**src/rtl/pip_reg_skid_if.sv**
```systemverilog
// Handshake bundle for the elastic pipeline stage register.
// The master side drives entries in; the slave side is the stage itself.
interface pip_reg_skid_if #(
   parameter int CTRL_WIDTH = 8,
   parameter int DATA_WIDTH = 96
);
   logic                  flush_i;
   logic                  valid_i;
   logic                  ready_o;
   logic [CTRL_WIDTH-1:0] ctrl_i;
   logic [DATA_WIDTH-1:0] data_i;
   logic                  valid_o;
   logic                  ready_i;
   logic [CTRL_WIDTH-1:0] ctrl_o;
   logic [DATA_WIDTH-1:0] data_o;
   logic [1:0]            occupancy_o;

   modport master (
      output flush_i, valid_i, ctrl_i, data_i, ready_i,
      input  ready_o, valid_o, ctrl_o, data_o, occupancy_o
   );

   modport slave (
      input  flush_i, valid_i, ctrl_i, data_i, ready_i,
      output ready_o, valid_o, ctrl_o, data_o, occupancy_o
   );
endinterface

```
**src/rtl/pip_reg_skid.sv**
```systemverilog
// Elastic pipeline stage register with a two-entry skid buffer and flush.
// Control is zeroed on bubbles so an empty slot never asserts side effects.
module pip_reg_skid #(
   parameter int CTRL_WIDTH = 8,
   parameter int DATA_WIDTH = 96
) (
   input  logic              clk_i,
   input  logic              rst_i,
   pip_reg_skid_if.slave     bus
);
   typedef enum logic [1:0] {
      S_EMPTY = 2'd0,
      S_ONE   = 2'd1,
      S_TWO   = 2'd2
   } state_t;

   state_t                r_state;
   state_t                w_state_nxt;
   logic [CTRL_WIDTH-1:0] r_main_ctrl;
   logic [CTRL_WIDTH-1:0] w_main_ctrl_nxt;
   logic [DATA_WIDTH-1:0] r_main_data;
   logic [DATA_WIDTH-1:0] w_main_data_nxt;
   logic [CTRL_WIDTH-1:0] r_skid_ctrl;
   logic [CTRL_WIDTH-1:0] w_skid_ctrl_nxt;
   logic [DATA_WIDTH-1:0] r_skid_data;
   logic [DATA_WIDTH-1:0] w_skid_data_nxt;

   logic w_ready;
   logic w_valid;
   logic w_acc_in;
   logic w_acc_out;

   // ready depends on state only, so no ready_i -> ready_o path exists
   assign w_ready   = (r_state != S_TWO);
   assign w_valid   = (r_state != S_EMPTY);
   assign w_acc_in  = bus.valid_i & w_ready;
   assign w_acc_out = w_valid & bus.ready_i;

   assign bus.ready_o     = w_ready;
   assign bus.valid_o     = w_valid;
   assign bus.ctrl_o      = w_valid ? r_main_ctrl : '0;
   assign bus.data_o      = r_main_data;
   assign bus.occupancy_o = r_state;

   always_ff @(posedge clk_i or posedge rst_i) begin
      if (rst_i) begin
         r_state     <= S_EMPTY;
         r_main_ctrl <= '0;
         r_main_data <= '0;
         r_skid_ctrl <= '0;
         r_skid_data <= '0;
      end else begin
         r_state     <= w_state_nxt;
         r_main_ctrl <= w_main_ctrl_nxt;
         r_main_data <= w_main_data_nxt;
         r_skid_ctrl <= w_skid_ctrl_nxt;
         r_skid_data <= w_skid_data_nxt;
      end
   end

   always_comb begin
      w_state_nxt     = r_state;
      w_main_ctrl_nxt = r_main_ctrl;
      w_main_data_nxt = r_main_data;
      w_skid_ctrl_nxt = r_skid_ctrl;
      w_skid_data_nxt = r_skid_data;
      if (bus.flush_i) begin
         // payload is kept so data_o holds its last value
         w_state_nxt     = S_EMPTY;
         w_main_ctrl_nxt = '0;
         w_skid_ctrl_nxt = '0;
      end else begin
         unique case (r_state)
            S_EMPTY: begin
               if (w_acc_in) begin
                  w_main_ctrl_nxt = bus.ctrl_i;
                  w_main_data_nxt = bus.data_i;
                  w_state_nxt     = S_ONE;
               end
            end
            S_ONE: begin
               if (w_acc_in && w_acc_out) begin
                  w_main_ctrl_nxt = bus.ctrl_i;
                  w_main_data_nxt = bus.data_i;
               end else if (w_acc_in) begin
                  w_skid_ctrl_nxt = bus.ctrl_i;
                  w_skid_data_nxt = bus.data_i;
                  w_state_nxt     = S_TWO;
               end else if (w_acc_out) begin
                  w_main_ctrl_nxt = '0;
                  w_state_nxt     = S_EMPTY;
               end
            end
            S_TWO: begin
               if (w_acc_out) begin
                  w_main_ctrl_nxt = r_skid_ctrl;
                  w_main_data_nxt = r_skid_data;
                  w_skid_ctrl_nxt = '0;
                  w_state_nxt     = S_ONE;
               end
            end
            default: begin
               w_state_nxt     = S_EMPTY;
               w_main_ctrl_nxt = '0;
               w_skid_ctrl_nxt = '0;
            end
         endcase
      end
   end
endmodule
```
**src/flat_wrapper.sv**
```systemverilog
// flat-port wrapper written by rule: the top's interface ports become plain ports
module pip_reg_skid_flat 
#(
   parameter int CTRL_WIDTH = 8,
   parameter int DATA_WIDTH = 96
)
  (clk_i, rst_i, bus_flush_i, bus_valid_i, bus_ctrl_i, bus_data_i, bus_ready_i, bus_ready_o, bus_valid_o, bus_ctrl_o, bus_data_o, bus_occupancy_o);
  pip_reg_skid_if #(.CTRL_WIDTH(CTRL_WIDTH), .DATA_WIDTH(DATA_WIDTH)) bus_i ();
  input  logic clk_i;
  input  logic rst_i;
  input wire logic [$bits(bus_i.flush_i)-1:0] bus_flush_i;
  input wire logic [$bits(bus_i.valid_i)-1:0] bus_valid_i;
  input wire logic [$bits(bus_i.ctrl_i)-1:0] bus_ctrl_i;
  input wire logic [$bits(bus_i.data_i)-1:0] bus_data_i;
  input wire logic [$bits(bus_i.ready_i)-1:0] bus_ready_i;
  output wire logic [$bits(bus_i.ready_o)-1:0] bus_ready_o;
  output wire logic [$bits(bus_i.valid_o)-1:0] bus_valid_o;
  output wire logic [$bits(bus_i.ctrl_o)-1:0] bus_ctrl_o;
  output wire logic [$bits(bus_i.data_o)-1:0] bus_data_o;
  output wire logic [$bits(bus_i.occupancy_o)-1:0] bus_occupancy_o;
  assign bus_i.flush_i = bus_flush_i;
  assign bus_i.valid_i = bus_valid_i;
  assign bus_i.ctrl_i = bus_ctrl_i;
  assign bus_i.data_i = bus_data_i;
  assign bus_i.ready_i = bus_ready_i;
  assign bus_ready_o = bus_i.ready_o;
  assign bus_valid_o = bus_i.valid_o;
  assign bus_ctrl_o = bus_i.ctrl_o;
  assign bus_data_o = bus_i.data_o;
  assign bus_occupancy_o = bus_i.occupancy_o;
  pip_reg_skid #(.CTRL_WIDTH(CTRL_WIDTH), .DATA_WIDTH(DATA_WIDTH)) u_core (.clk_i(clk_i), .rst_i(rst_i), .bus(bus_i));
endmodule
```
**config.mk**
```make
export PLATFORM = sky130hd
export DESIGN_NAME = pip_reg_skid_flat
export DESIGN_NICKNAME = d
export VERILOG_FILES = /design/src/rtl/pip_reg_skid_if.sv /design/src/rtl/pip_reg_skid.sv /design/src/flat_wrapper.sv
export SDC_FILE = /design/constraint.sdc
export NUM_CORES = 1
export LEC_CHECK = 0
export ABC_AREA = 1
export CORE_MARGIN = 4
export CORE_UTILIZATION = 51
export DETAILED_ROUTE_END_ITERATION = 8
export PLACE_DENSITY = 0.8
export RECOVER_POWER = 100
export SYNTH_ARGS = -nofsm -noshare
export SYNTH_HDL_FRONTEND = slang
export SYNTH_SLANG_ARGS = --single-unit
```
**constraint.sdc**
```tcl
create_clock -name clk_i -period 7.5 [get_ports clk_i]
set_clock_uncertainty 0.15 [all_clocks]
set_input_delay 0.75 -clock clk_i [delete_from_list [all_inputs] [get_ports clk_i]]
set_output_delay 0.75 -clock clk_i [all_outputs]
set_load 0.005 [all_outputs]
```
==> impl_metrics.toml <==
[outcome]
status = "finished with violations"
violations = "max-capacitance violations, max-slew violations"

[clocking]
cts-root-buf = "clkbuf_16"
path_clk_slew_ps = 60
cts_inserted_buffers = 23
post_cts_resized = 0
cts.sinks = 210
clock_latency_ps = 500
cts_buffer_depth = 3
cts_setup_buffers = 0
htree_levels = 1
ctsHoldBuffers = 0
tritoncts = "yes"

[route]
routed_wl_um = 24700
drc_errors = 0
ant_nets = 0
via_per_inst = 5.22
num_vias = 8421
firstDrtPassIters = 6
drt-initial-drc-count = 590
wl_per_cell_um = 15.3

[placed_design]
place_inst = 1570
gp_congestion = 0.786
hpwl_um = 14900
port_buffers = 216

[floorplan]
core_area_sq_mm = 0.0183
start_util_pct = 52.6
die_h_um = 145
dieArea_sq_mm = 0.0211
io-pin-count = 217
rows = 49
die_w_um = 145

[power_and_ir_drop]
p_int_mw = 2.72
power_frac_seq_pct = 43.8
pwr-share-clk_pct = 32.6
swShare_pct = 28.9
power_density_mw_per_mm2 = 306
irDropWorstVdd_mv = 0.244
power_switching_mw = 1.10
power.leakage_nw = 6.35
combPwrFrac_pct = 23.7

[grt]
antenna_found_initial = 1
grt_pass1_wl_um = 41600
grt_use_total_pct = 23.2
grt_max_degree = 146
grt-ovfl-total = 0
first_global_vias = 8281

[yosys]
synthArstFlopShare_pct = 100
synth-edff-count = 0
ys_warn_count = 0
synth_top_area_cell = "dfrtp_1"
syn_area_per_cell_sq_um = 8.03
ys_seq_area_share_pct = 54.7
synth_xor_area_share_pct = 0
yosys.cell_types.count = 21
synth_fa_ha_area_share_pct = 0
synth-compound-area-share_pct = 10.5
synth_area_leaders = "dfrtp_1 55%, nand2_1 16%, o21ai_0 7.1%"
synth_most_common_cell = "nand2_1"
synth-simple-area-share_pct = 25.9
syn-instance-count = 1196
syn_area_sq_mm = 0.00961
yosys_most_used_dff = "dfrtp_1"
synth_nets = 1305
synth_top_family_by_area = "simple AND/OR/NAND/NOR gates"
synth_top_area_share_pct = 54.7
ys_ff_latch = 210
synthMuxAreaShare_pct = 0
synthTopCellsByCount = "410 x nand2_1, 210 x dfrtp_1, 136 x o21ai_0"

[critical_path]
path_class = "flip-flop to primary output"
cp_max_fo = 18
worst_setup_path_end_kind = "primary output"
arrival_ps = 2820
startpoint_type = "flip-flop"
cp.required_ps = 6600
rr_worst_depth = 7

[layout]
fill_cells = 1463
nNetsFinal = 1475
multi_input_area_sq_mm = 0.00348
drive_above_1_share_pct = 4.34
fin_cells = 1612
area_growth_pct = 30.2
final_util_pct = 68.5
regArea_sq_mm = 0.00526

[job]
maxCapViolCount = 1

[worst_hold_path]
min_delay_path_depth = 2
min_path_type = "flip-flop to flip-flop"

[timing]
min_period_ps = 3720
fin_setup_tns_ps = 0
slew_viol_final = 66
max_slew.worst_pin.slew_ps = 2500
rsz0062_at_grt = "false"
slew_headroom_pct = -66.9
final_hold_viol_count = 0
fmax_mhz = 269
period_share_pct = 49.6
timing.hold.ws_ps = 313
setup-violations-final = 0
## area by class of cell
type                            instances  share of cell area, %
Tap cell                              229                   2.29
Sequential cell                       210                   42.0
Inverter                              114                   3.49
Multi-Input combinational cell        795                   27.8
Antenna cell                            1                 0.0200
Clock buffer                           32                   5.35
Timing Repair Buffer                  222                   17.6
Clock inverter                          9                   1.39
## cell usage in the layout (no fill, tap or decap), types with 5 or more instances in the layout
| cell type | count |
|---|---|
| a21oi_1 | 32 |
| buf_4 | 5 |
| bufinv_16 | 5 |
| clkbuf_16 | 23 |
| clkbuf_8 | 6 |
| clkdlybuf4s50_1 | 107 |
| dfrtp_1 | 210 |
| dlygate4sd3_1 | 109 |
| inv_1 | 108 |
| nand2_1 | 410 |
| nand3_1 | 126 |
| nor2_1 | 47 |
| o21ai_0 | 164 |
## metal layers
metal | vias to the layer above | GRT usage (%) | routed length [um]
met5 | - | 0 | 0
met2 | 306 | 38.9 | 12000
li1 | 4113 | - | -
met3 | 37 | 4.30 | 1650
met4 | 0 | 5.56 | 548
met1 | 3965 | 31.7 | 10500
## per-stage QoR
step | instance area (sq um) | power, mW | setup slack (ps)
final | 12500 | 3.82 | 3780
after global routing | 12500 | 4.06 | 3520
after CTS | 12500 | 3.93 | 4240
after detailed placement | 11700 | 2.67 | 3760
after global placement | 11700 | 2.63 | 3850
after floorplan | 9610 | 2.13 | 862
## sequential cells by signal, indices dropped and copies added (netlist names)
signal                  cells
u_core.r_main_ctrl          8
u_core.bus.data_o          96
u_core.r_skid_data         96
u_core.bus.occupancy_o      2
u_core.r_skid_ctrl          8
## critical path, stage by stage, from the launching register on
cell and delay (ps):
dfrtp_1 550, nor2_1 1010, inv_2 110, dlygate4sd3_1 660
## final timing paths
path	startpoint	endpoint	slack, ps
min in group asynchronous	rst_i	u_core.bus.data_o[40]$_DFFE_PP0P_	840
min	u_core.bus.data_o[58]$_DFFE_PP0P_	u_core.bus.data_o[58]$_DFFE_PP0P_	310
min reg2reg	u_core.bus.data_o[58]$_DFFE_PP0P_	u_core.bus.data_o[58]$_DFFE_PP0P_	310
max in group asynchronous	rst_i	u_core.r_skid_data[0]$_DFFE_PP0P_	4880
max	u_core.bus.occupancy_o[0]$_DFFE_PP0P_	bus_valid_o	3780
max reg2reg	u_core.bus.occupancy_o[0]$_DFFE_PP0P_	u_core.bus.data_o[3]$_DFFE_PP0P_	3960
## power groups by stage
stage | clock, mW | combinational, mW | sequential [mW]
floorplan | 0 | 0.463 | 1.66
global placement | 0 | 0.949 | 1.68
detailed placement | 0 | 0.980 | 1.69
CTS | 1.27 | 0.989 | 1.68
global route | 1.31 | 1.03 | 1.71
finish | 1.25 | 0.904 | 1.67
## logic make-up (layout without fill, tap and decap cells)
group                  after synthesis  after routing
AO/OA/AOI/OAI                      201            201
AND/OR/NAND/NOR                    594            594
buffers and inverters              191            377
other                                0              1
flip-flops                         210            210
No activity file was read; power rests on OpenSTA's default activity.
